$ cat config.mk
export PLATFORM = sky130hd
export DESIGN_NAME = exu_alu_unit
export DESIGN_NICKNAME = d
export VERILOG_FILES = /design/src/rtl/exu_alu_unit.sv
export SDC_FILE = /design/constraint.sdc
export NUM_CORES = 2
export LEC_CHECK = 0
export ABC_AREA = 0
export ABC_CLOCK_PERIOD_IN_PS = 13000
export CELL_PAD_IN_SITES_DETAIL_PLACEMENT = 1
export CELL_PAD_IN_SITES_GLOBAL_PLACEMENT = 1
export CORE_UTILIZATION = 48
export DETAILED_ROUTE_END_ITERATION = 8
export HOLD_SLACK_MARGIN = 0.15
export PLACE_DENSITY_LB_ADDON = 0.05
export SLEW_MARGIN = 10
export SYNTH_ARGS = -nofsm -noshare
export SYNTH_HDL_FRONTEND = slang
export SYNTH_SLANG_ARGS = --single-unit
$ cat constraint.sdc
create_clock -name clk -period 13 [get_ports clk]
set_input_delay 1.95 -clock clk [delete_from_list [all_inputs] [get_ports clk]]
set_output_delay 1.95 -clock clk [all_outputs]
set_load 0.05 [all_outputs]
$ cat src/rtl/exu_alu_unit.sv
// exu_alu_unit: execute-stage ALU for the NPC core.
// Single-cycle ops (add/sub/compare/logic/shift) complete in one cycle.
// MUL/MULHU use a shift-add loop and DIV/DIVU/REM/REMU use restoring division.
// Both iterative paths take WIDTH steps, one bit per cycle.
// Results are returned over a valid/ready handshake.
module exu_alu_unit #(
  parameter int WIDTH      = 32,
  parameter int FUNC_WIDTH = 5
) (
  input  logic                  clk,
  input  logic                  rst,
  input  logic                  flush,
  input  logic                  in_valid,
  output logic                  in_ready,
  input  logic [WIDTH-1:0]      alu_a,
  input  logic [WIDTH-1:0]      alu_b,
  input  logic [FUNC_WIDTH-1:0] alu_func,
  output logic                  out_valid,
  input  logic                  out_ready,
  output logic [WIDTH-1:0]      alu_result,
  output logic                  busy
);

  // Function codes shared with the operand selector
  localparam logic [FUNC_WIDTH-1:0] F_NO    = FUNC_WIDTH'(0);
  localparam logic [FUNC_WIDTH-1:0] F_ADD_S = FUNC_WIDTH'(1);
  localparam logic [FUNC_WIDTH-1:0] F_SUB_S = FUNC_WIDTH'(2);
  localparam logic [FUNC_WIDTH-1:0] F_EQ    = FUNC_WIDTH'(3);
  localparam logic [FUNC_WIDTH-1:0] F_SLT   = FUNC_WIDTH'(4);
  localparam logic [FUNC_WIDTH-1:0] F_SLTU  = FUNC_WIDTH'(5);
  localparam logic [FUNC_WIDTH-1:0] F_AND   = FUNC_WIDTH'(6);
  localparam logic [FUNC_WIDTH-1:0] F_OR    = FUNC_WIDTH'(7);
  localparam logic [FUNC_WIDTH-1:0] F_XOR   = FUNC_WIDTH'(8);
  localparam logic [FUNC_WIDTH-1:0] F_SLL   = FUNC_WIDTH'(9);
  localparam logic [FUNC_WIDTH-1:0] F_SRL   = FUNC_WIDTH'(10);
  localparam logic [FUNC_WIDTH-1:0] F_SRA   = FUNC_WIDTH'(11);
  localparam logic [FUNC_WIDTH-1:0] F_MUL   = FUNC_WIDTH'(12);
  localparam logic [FUNC_WIDTH-1:0] F_MULHU = FUNC_WIDTH'(13);
  localparam logic [FUNC_WIDTH-1:0] F_DIV   = FUNC_WIDTH'(14);
  localparam logic [FUNC_WIDTH-1:0] F_DIVU  = FUNC_WIDTH'(15);
  localparam logic [FUNC_WIDTH-1:0] F_REM   = FUNC_WIDTH'(16);
  localparam logic [FUNC_WIDTH-1:0] F_REMU  = FUNC_WIDTH'(17);

  localparam int SH_W  = $clog2(WIDTH);
  localparam int CNT_W = $clog2(WIDTH);
  localparam logic [CNT_W-1:0] LAST_STEP = CNT_W'(WIDTH - 1);

  typedef enum logic [1:0] {IDLE, CALC, DONE} state_t;

  state_t                  state;
  logic [FUNC_WIDTH-1:0]   func_q;
  logic [CNT_W-1:0]        cnt_q;
  logic [2*WIDTH-1:0]      acc_q;
  logic [2*WIDTH-1:0]      mcand_q;
  logic [WIDTH-1:0]        mplier_q;
  logic [WIDTH-1:0]        rem_q;
  logic [WIDTH-1:0]        quot_q;
  logic [WIDTH-1:0]        divisor_q;
  logic                    qneg_q;
  logic                    rneg_q;

  // Single-cycle result, including the divide-by-zero shortcut for div/rem codes
  function automatic logic [WIDTH-1:0] single_op(input logic [FUNC_WIDTH-1:0] f,
                                                 input logic [WIDTH-1:0] a,
                                                 input logic [WIDTH-1:0] b);
    logic signed [WIDTH-1:0] sa;
    logic signed [WIDTH-1:0] sb;
    logic [WIDTH-1:0]        r;
    sa = a;
    sb = b;
    case (f)
      F_ADD_S:        r = a + b;
      F_SUB_S:        r = a - b;
      F_EQ:           r = {{(WIDTH-1){1'b0}}, (a == b)};
      F_SLT:          r = {{(WIDTH-1){1'b0}}, (sa < sb)};
      F_SLTU:         r = {{(WIDTH-1){1'b0}}, (a < b)};
      F_AND:          r = a & b;
      F_OR:           r = a | b;
      F_XOR:          r = a ^ b;
      F_SLL:          r = a << b[SH_W-1:0];
      F_SRL:          r = a >> b[SH_W-1:0];
      F_SRA:          r = $unsigned(sa >>> b[SH_W-1:0]);
      F_DIV, F_DIVU:  r = '1;
      F_REM, F_REMU:  r = a;
      default:        r = '0;
    endcase
    return r;
  endfunction

  // Two's-complement magnitude of a signed operand
  function automatic logic [WIDTH-1:0] magnitude(input logic [WIDTH-1:0] v, input logic sgn);
    return (sgn && v[WIDTH-1]) ? (~v + 1'b1) : v;
  endfunction

  logic is_mul;
  logic is_div;
  logic is_sdiv;
  logic take_iter;

  // Classify the incoming function; divides by zero stay on the single-cycle path
  always_comb begin
    is_mul    = (alu_func == F_MUL) || (alu_func == F_MULHU);
    is_sdiv   = (alu_func == F_DIV) || (alu_func == F_REM);
    is_div    = is_sdiv || (alu_func == F_DIVU) || (alu_func == F_REMU);
    take_iter = is_mul || (is_div && (alu_b != '0));
  end

  logic [2*WIDTH-1:0] acc_nxt;
  logic [WIDTH:0]     rem_sh;
  logic [WIDTH:0]     rem_dif;
  logic [WIDTH-1:0]   rem_nxt;
  logic [WIDTH-1:0]   quot_nxt;
  logic [WIDTH-1:0]   iter_result;

  // One multiply step and one restoring-division step, plus the final-step result mux
  always_comb begin
    acc_nxt = acc_q + (mplier_q[0] ? mcand_q : '0);
    rem_sh  = {rem_q, quot_q[WIDTH-1]};
    rem_dif = rem_sh - {1'b0, divisor_q};
    if (!rem_dif[WIDTH]) begin
      rem_nxt  = rem_dif[WIDTH-1:0];
      quot_nxt = {quot_q[WIDTH-2:0], 1'b1};
    end else begin
      rem_nxt  = rem_sh[WIDTH-1:0];
      quot_nxt = {quot_q[WIDTH-2:0], 1'b0};
    end
    case (func_q)
      F_MUL:   iter_result = acc_nxt[WIDTH-1:0];
      F_MULHU: iter_result = acc_nxt[2*WIDTH-1:WIDTH];
      F_DIVU:  iter_result = quot_nxt;
      F_REMU:  iter_result = rem_nxt;
      F_DIV:   iter_result = qneg_q ? (~quot_nxt + 1'b1) : quot_nxt;
      F_REM:   iter_result = rneg_q ? (~rem_nxt + 1'b1) : rem_nxt;
      default: iter_result = '0;
    endcase
  end

  // Control FSM with registered result and valid
  always_ff @(posedge clk or posedge rst) begin
    if (rst) begin
      state      <= IDLE;
      func_q     <= F_NO;
      cnt_q      <= '0;
      acc_q      <= '0;
      mcand_q    <= '0;
      mplier_q   <= '0;
      rem_q      <= '0;
      quot_q     <= '0;
      divisor_q  <= '0;
      qneg_q     <= 1'b0;
      rneg_q     <= 1'b0;
      out_valid  <= 1'b0;
      alu_result <= '0;
    end else if (flush) begin
      state     <= IDLE;
      out_valid <= 1'b0;
    end else begin
      case (state)
        IDLE: begin
          if (in_valid) begin
            func_q <= alu_func;
            if (take_iter) begin
              cnt_q     <= '0;
              acc_q     <= '0;
              mcand_q   <= {{WIDTH{1'b0}}, alu_a};
              mplier_q  <= alu_b;
              rem_q     <= '0;
              quot_q    <= magnitude(alu_a, is_sdiv);
              divisor_q <= magnitude(alu_b, is_sdiv);
              qneg_q    <= is_sdiv && (alu_a[WIDTH-1] ^ alu_b[WIDTH-1]);
              rneg_q    <= is_sdiv && alu_a[WIDTH-1];
              state     <= CALC;
            end else begin
              alu_result <= single_op(alu_func, alu_a, alu_b);
              out_valid  <= 1'b1;
              state      <= DONE;
            end
          end
        end
        CALC: begin
          acc_q    <= acc_nxt;
          mcand_q  <= {mcand_q[2*WIDTH-2:0], 1'b0};
          mplier_q <= {1'b0, mplier_q[WIDTH-1:1]};
          rem_q    <= rem_nxt;
          quot_q   <= quot_nxt;
          cnt_q    <= cnt_q + 1'b1;
          if (cnt_q == LAST_STEP) begin
            alu_result <= iter_result;
            out_valid  <= 1'b1;
            state      <= DONE;
          end
        end
        DONE: begin
          if (out_ready) begin
            out_valid <= 1'b0;
            state     <= IDLE;
          end
        end
        default: begin
          out_valid <= 1'b0;
          state     <= IDLE;
        end
      endcase
    end
  end

  // Handshake status
  always_comb begin
    in_ready = (state == IDLE) && !rst;
    busy     = (state != IDLE);
  end

endmodule

* Word-level counts from Yosys, hierarchy flattened
Cells that the tools add are included.
Cells by class: $lt $le $gt $ge 2, add/subtract/negate cells 9, shifts and indexed selects 3, mux-type cells 43, bitwise operators 9, reduce and logical (&&, ||, !) cells 23, equality and inequality tests 35
Operator list (count):
- $mux 32 | 14
- $pmux 32 s13 | 1
- $mux 64 | 5
- $pmux 32 s2 | 4
- $pmux 64 s2 | 2
- $pmux 32 s6 | 1
- $add 32x1->32 const B | 4
- $not 32->32 | 4
- $add 64x64->64 | 1
- $lt 32x32->1 | 2
- $eq 5x4->1 const B | 12
- $sub 33x32->33 | 1
- $add 32x32->32 | 1
- $and 32x32->32 | 1
- $eq 32x32->1 | 1
- $or 32x32->32 | 1
- $reduce_bool 32->1 | 1
- $shl 32x5->32 | 1
- $shr 32x5->32 | 1
- $sshr 32x5->32 | 1
- $sub 32x32->32 | 1
- $xor 32x32->32 | 1
- $eq 5x5->1 const B | 5
- $eq 5x3->1 const B | 4
- 24 further kinds | 54
Storage, ports and cells: bits in registers 303, word-level logic and storage cells 137, output and inout bits 35, input port bits 74

* Logic depth before layout (Yosys ltp)
word-level depth 10, depth in mapped cells 25, gate-level depth less buffers 23

* Least setup slack after synthesis
OpenSTA, ideal clock, no wires.
path kind input to register, start point input alu_b[2], end point register alu_result[30], library setup time 0.134 ns, arrival time 6.119 ns, stages on the path 17, path buffers 3, setup slack 6.747 ns, required time 12.866 ns, path through clkbuf_1 inv_2 buf_1 clkbuf_1 ha_1 a211oi_1 nor2_1 o21ai_0 o21ai_0 a2111o_1 a221o_1 a211o_1 a41o_1 o41ai_1 nor3_1 o31ai_1 a31oi_1
Between the ends: longest elaborated chain between the ends 5, elaborated cells on any way between the ends 14, classes of those cells add/sub: 2; eq/ne: 1; shift: 3; mux: 4; reduce/logical: 4
Ends and longest elaborated chain:
- start, declared | RTL line 16 | input logic [WIDTH-1:0] alu_b,
- $sub 32x32->32, or another cell as far along | RTL line 73 | F_SUB_S: r = a - b;
- $pmux 32 s13 / $logic_and 1x1->1 (equally long branches) | RTL line 71, 105
- $mux 32 / $logic_or 1x1->1 (equally long branches) | RTL line 162, 105
- $mux 32 / $ne 2x2->1 (equally long branches)
- $pmux 32 s2 / $reduce_and 5->1 (equally long branches)
- end signal, assigned | RTL line 174 | alu_result <= single_op(alu_func, alu_a, alu_b);
- end signal, assigned | RTL line 188 | alu_result <= iter_result;
- end, declared | RTL line 20 | output logic [WIDTH-1:0] alu_result,
Several ways; a longest one is shown, not always the timed one. The select of a mux whose other input is x is not followed. A chain may end at the register's enable or synchronous reset.

* Final worst setup path
start point input alu_a[14], end point register alu_result[25]
Between the ends: longest elaborated chain between the ends 5, elaborated cells on any way between the ends 9, classes of those cells add/sub: 2; shift: 3; mux: 4
Ends and longest elaborated chain:
- start, declared | RTL line 15 | input logic [WIDTH-1:0] alu_a,
- $sub 32x32->32, or another cell as far along | RTL line 73
- $pmux 32 s13 (*) | RTL line 71 | case (f)
- $mux 32 (*) | RTL line 162 | if (take_iter) begin
- $mux 32 (*) | RTL line 160 | if (in_valid) begin
- $pmux 32 s2 (*) | RTL line 158 | case (state)
Every way passes the cells marked *; elsewhere a longest branch is shown, timed or not. The select of a mux whose other input is x is not followed.

==> summary.md <==
| Metric | Value |
|---|---|
| Max Clock Skew | `37.1 ps` |
| PortBufs | `108` |
| Vias | `34,800` |
| Leakage | `14.3 nW` |
| CTS Sinks | `303` |
| Hold Path Class | `reg -> reg` |
| Largest net degree at the start of global routing | `223` |
| Dpl cell area | `0.0323 mm²` |
| Die Ht | `255 µm` |
| Status | `complete, no violations` |
| Clock slew at reported path FFs | `60 ps` |
| Final setup viols | `0` |
| Top FF cell, synth | `dfrtp_1` |
| Nature of the critical path endpoint | `flip-flop` |
| Hold buffer count at cts | `0` |
| I/O pins | `109` |
| Synth unique cells | `93` |
| Die W | `255 µm` |
| Critical path class | `in -> reg` |
| # DRC | `0` |
| Slew headroom | `0.0640` |
| Routed wl met2 | `67,800 µm` |
| Detail Route met3 WL | `15,700 µm` |
| Net Count, Synth | `4,315` |
| Htree depth | `2` |
| Initial antenna violation count | `10` |
| Gr usage total | `0.474` |
| Core footprint | `0.0632 mm²` |
| Crit path DAT | `8280 ps` |
| Slew Viols, Final | `0` |
| Setup Buffers After CTS | `0` |
| Top cells by area, synth | `dfrtp_1, ha_1, o21ai_0` |
| Crit path from | `alu_a[14]` |
| Fin area | `0.0337 mm²` |
| Post-Layout Cell Count | `4,834` |
| Cells after DPL | `4,765` |
| Post-Synthesis Cells | `4,040` |
| Most frequent cells in the layout | `nand2_1, nor2_1, o21ai_0` |
| Final hold vios | `0` |
| Synthesized flop and latch total | `303` |
| Crit path launch type | `input pin` |
| Reg2reg start | `quot_q[31]$_DFFE_PP0P_` |
| CTS max path bufs | `3` |
| Starting density of the core | `0.487` |
| Worst-margin pin slew | `1370 ps` |
| CTS tree | `yes` |
| First-pass GRT wire length | `229,000 µm` |
| Sequential area share after synthesis | `0.246` |
| Post-route clock period utilization | `0.605` |
| RSZ-0062 raised after global routing | `no` |
| Number of synthesized flops with an enable pin | `0` |
| Share of cells above drive strength 1 | `0.0585` |
| Fin Setup TNS | `0 ps` |
| Detailed-route wire length on metal 1 | `59,900 µm` |
| Peak VDD IR | `0.0867 mV` |
| Vias in the first global route | `34,400` |
| Flop-to-flop setup slack | `6050 ps` |
| Post-CTS sizing | `0` |
| R2R cell count | `25` |
| Critical Path End | `alu_result[25]$_DFFE_PP0P_` |
| Worst skew pair latency | `580 ps` |
| Post-Route WL | `157,000 µm` |
| Share of Yosys cell area claimed by the top area cell type | `0.246` |
| Reg2reg end | `alu_result[28]$_DFFE_PP0P_` |
| P&R area growth vs syn | `9.40%` |
| Nets@finish | `4,233` |
| Root buffer cell | `clkbuf_16` |
| Syn. warnings | `0` |
| FP Rows | `92` |
| Most common cell after layout, fill and taps aside | `nand2_1` |
| Final core occ | `0.533` |
| Total of max-cap violations | `0` |
| Avg Vias per Cell | `7.19` |
| DRT antenna net count | `0` |
| Post-Synthesis Cell Area | `0.0308 mm²` |
| Die area | `0.0651 mm²` |
| Pwr per Cell Area | `127 mW/mm²` |
| GPL Wtd Cong | `1.11` |
| Post-synth top area cell | `dfrtp_1` |
| Req. time, crit path | `13,420 ps` |
| FFs w/ async S/R, synth | `1.00` |
| FMAX | `127 MHz` |
| First-pass iteration count of the detailed router | `6` |
| Routed len/inst | `32.5 µm` |
| Max FO, Critical Path | `13` |
| Dpl hpwl | `117,000 µm` |
| Grt ovf | `0` |
| DR iter-0 viols | `4,542` |
| Syn_area_per_cell | `7.62 µm²` |
| WHS Path Cells | `2` |
| Cts bufs inserted | `37` |
| Overall Power | `4.28 mW` |
| Top routing layer in use | `met5` |
| Post-layout min period | `7860 ps` |
[synthesized netlist by cell type (57+ instances only)]
cell / count
a21o_1: 71
a21oi_1: 383
a22o_1: 95
and2_1: 87
clkbuf_1: 244
dfrtp_1: 303
ha_1: 197
inv_1: 173
mux2i_1: 82
nand2_1: 434
nand3_1: 57
nor2_1: 401
nor3_1: 78
o21ai_0: 387
xnor2_1: 134
[layer usage]
| layer | track usage | vias to the layer above |
|---|---|---|
| li1 | - | 14600 |
| met1 | 0.582 | 17300 |
| met2 | 0.728 | 2150 |
| met3 | 0.109 | 631 |
| met4 | 0.345 | 18 |
| met5 | 0 | - |
[cells by family after synthesis]
logic type	share of synthesized area
mux	0.0571
simple gates	0.191
flops	0.246
compound gates	0.313
xor+xnor	0.0529
buf+inv	0.0574
fa+ha+maj	0.0827
[how the worst min path moves through the flow]
stage                                   start                         to  slack [ps]
finish                mplier_q[3]$_DFFE_PP0P_    mplier_q[3]$_DFFE_PP0P_         490
CTS                   mplier_q[3]$_DFFE_PP0P_    mplier_q[3]$_DFFE_PP0P_         490
global route         mplier_q[14]$_DFFE_PP0P_   mplier_q[14]$_DFFE_PP0P_         520
detailed placement    mplier_q[3]$_DFFE_PP0P_    mplier_q[3]$_DFFE_PP0P_         470
global placement    alu_result[6]$_DFFE_PP0P_  alu_result[6]$_DFFE_PP0P_         460
floorplan            mplier_q[10]$_DFFE_PP0P_   mplier_q[10]$_DFFE_PP0P_         450
[state kept, by name, indices dropped and copies added, names as in the netlist]
register	cells
out_valid	1
state	2
quot_q	32
func_q	5
acc_q	64
mcand_q	64
alu_result	32
mplier_q	32
divisor_q	32
qneg_q	1
rem_q	32
rneg_q	1
cnt_q	5
[where the power goes]
part	switching, mW	total [mW]	leakage [nW]	internal, mW
combinational	1.20	1.76	9.72	0.554
sequential	0.222	1.36	3.98	1.13
clock	0.472	1.16	0.645	0.690
total	1.90	4.28	14.3	2.38
[metrics by stage]
| step | hold slack [ps] | setup slack [ps] |
|---|---|---|
| after detailed placement | 474 | 5050 |
| after global routing | 517 | 5170 |
| final | 485 | 5140 |
| after floorplan | 450 | 2680 |
| after CTS | 486 | 5640 |
| after global placement | 461 | 5210 |
[cell type report]
type,instances,area (µm²)
diodes,2,5.00
clock buffers,50,1050
clock inverters,17,278
fillers,7733,29500
inverters,176,668
multi-input cells,3275,21500
flip-flops and latches,303,7580
well taps,846,1060
repair buffers,165,1520
[critical path, cell delays in order]
cell and delay [ps]:
clkdlybuf4s50_1 1090, inv_1 390, ha_1 540, nor4_1 740, nand2_1 230, nor3_1 210
o21ai_0 250, a2111oi_0 1200, o211ai_1 440, and2_1 300, a221o_1 340, a211o_1 320
a22oi_1 150, o21ai_0 110
Note: power is estimated with default switching activity, not from simulation.
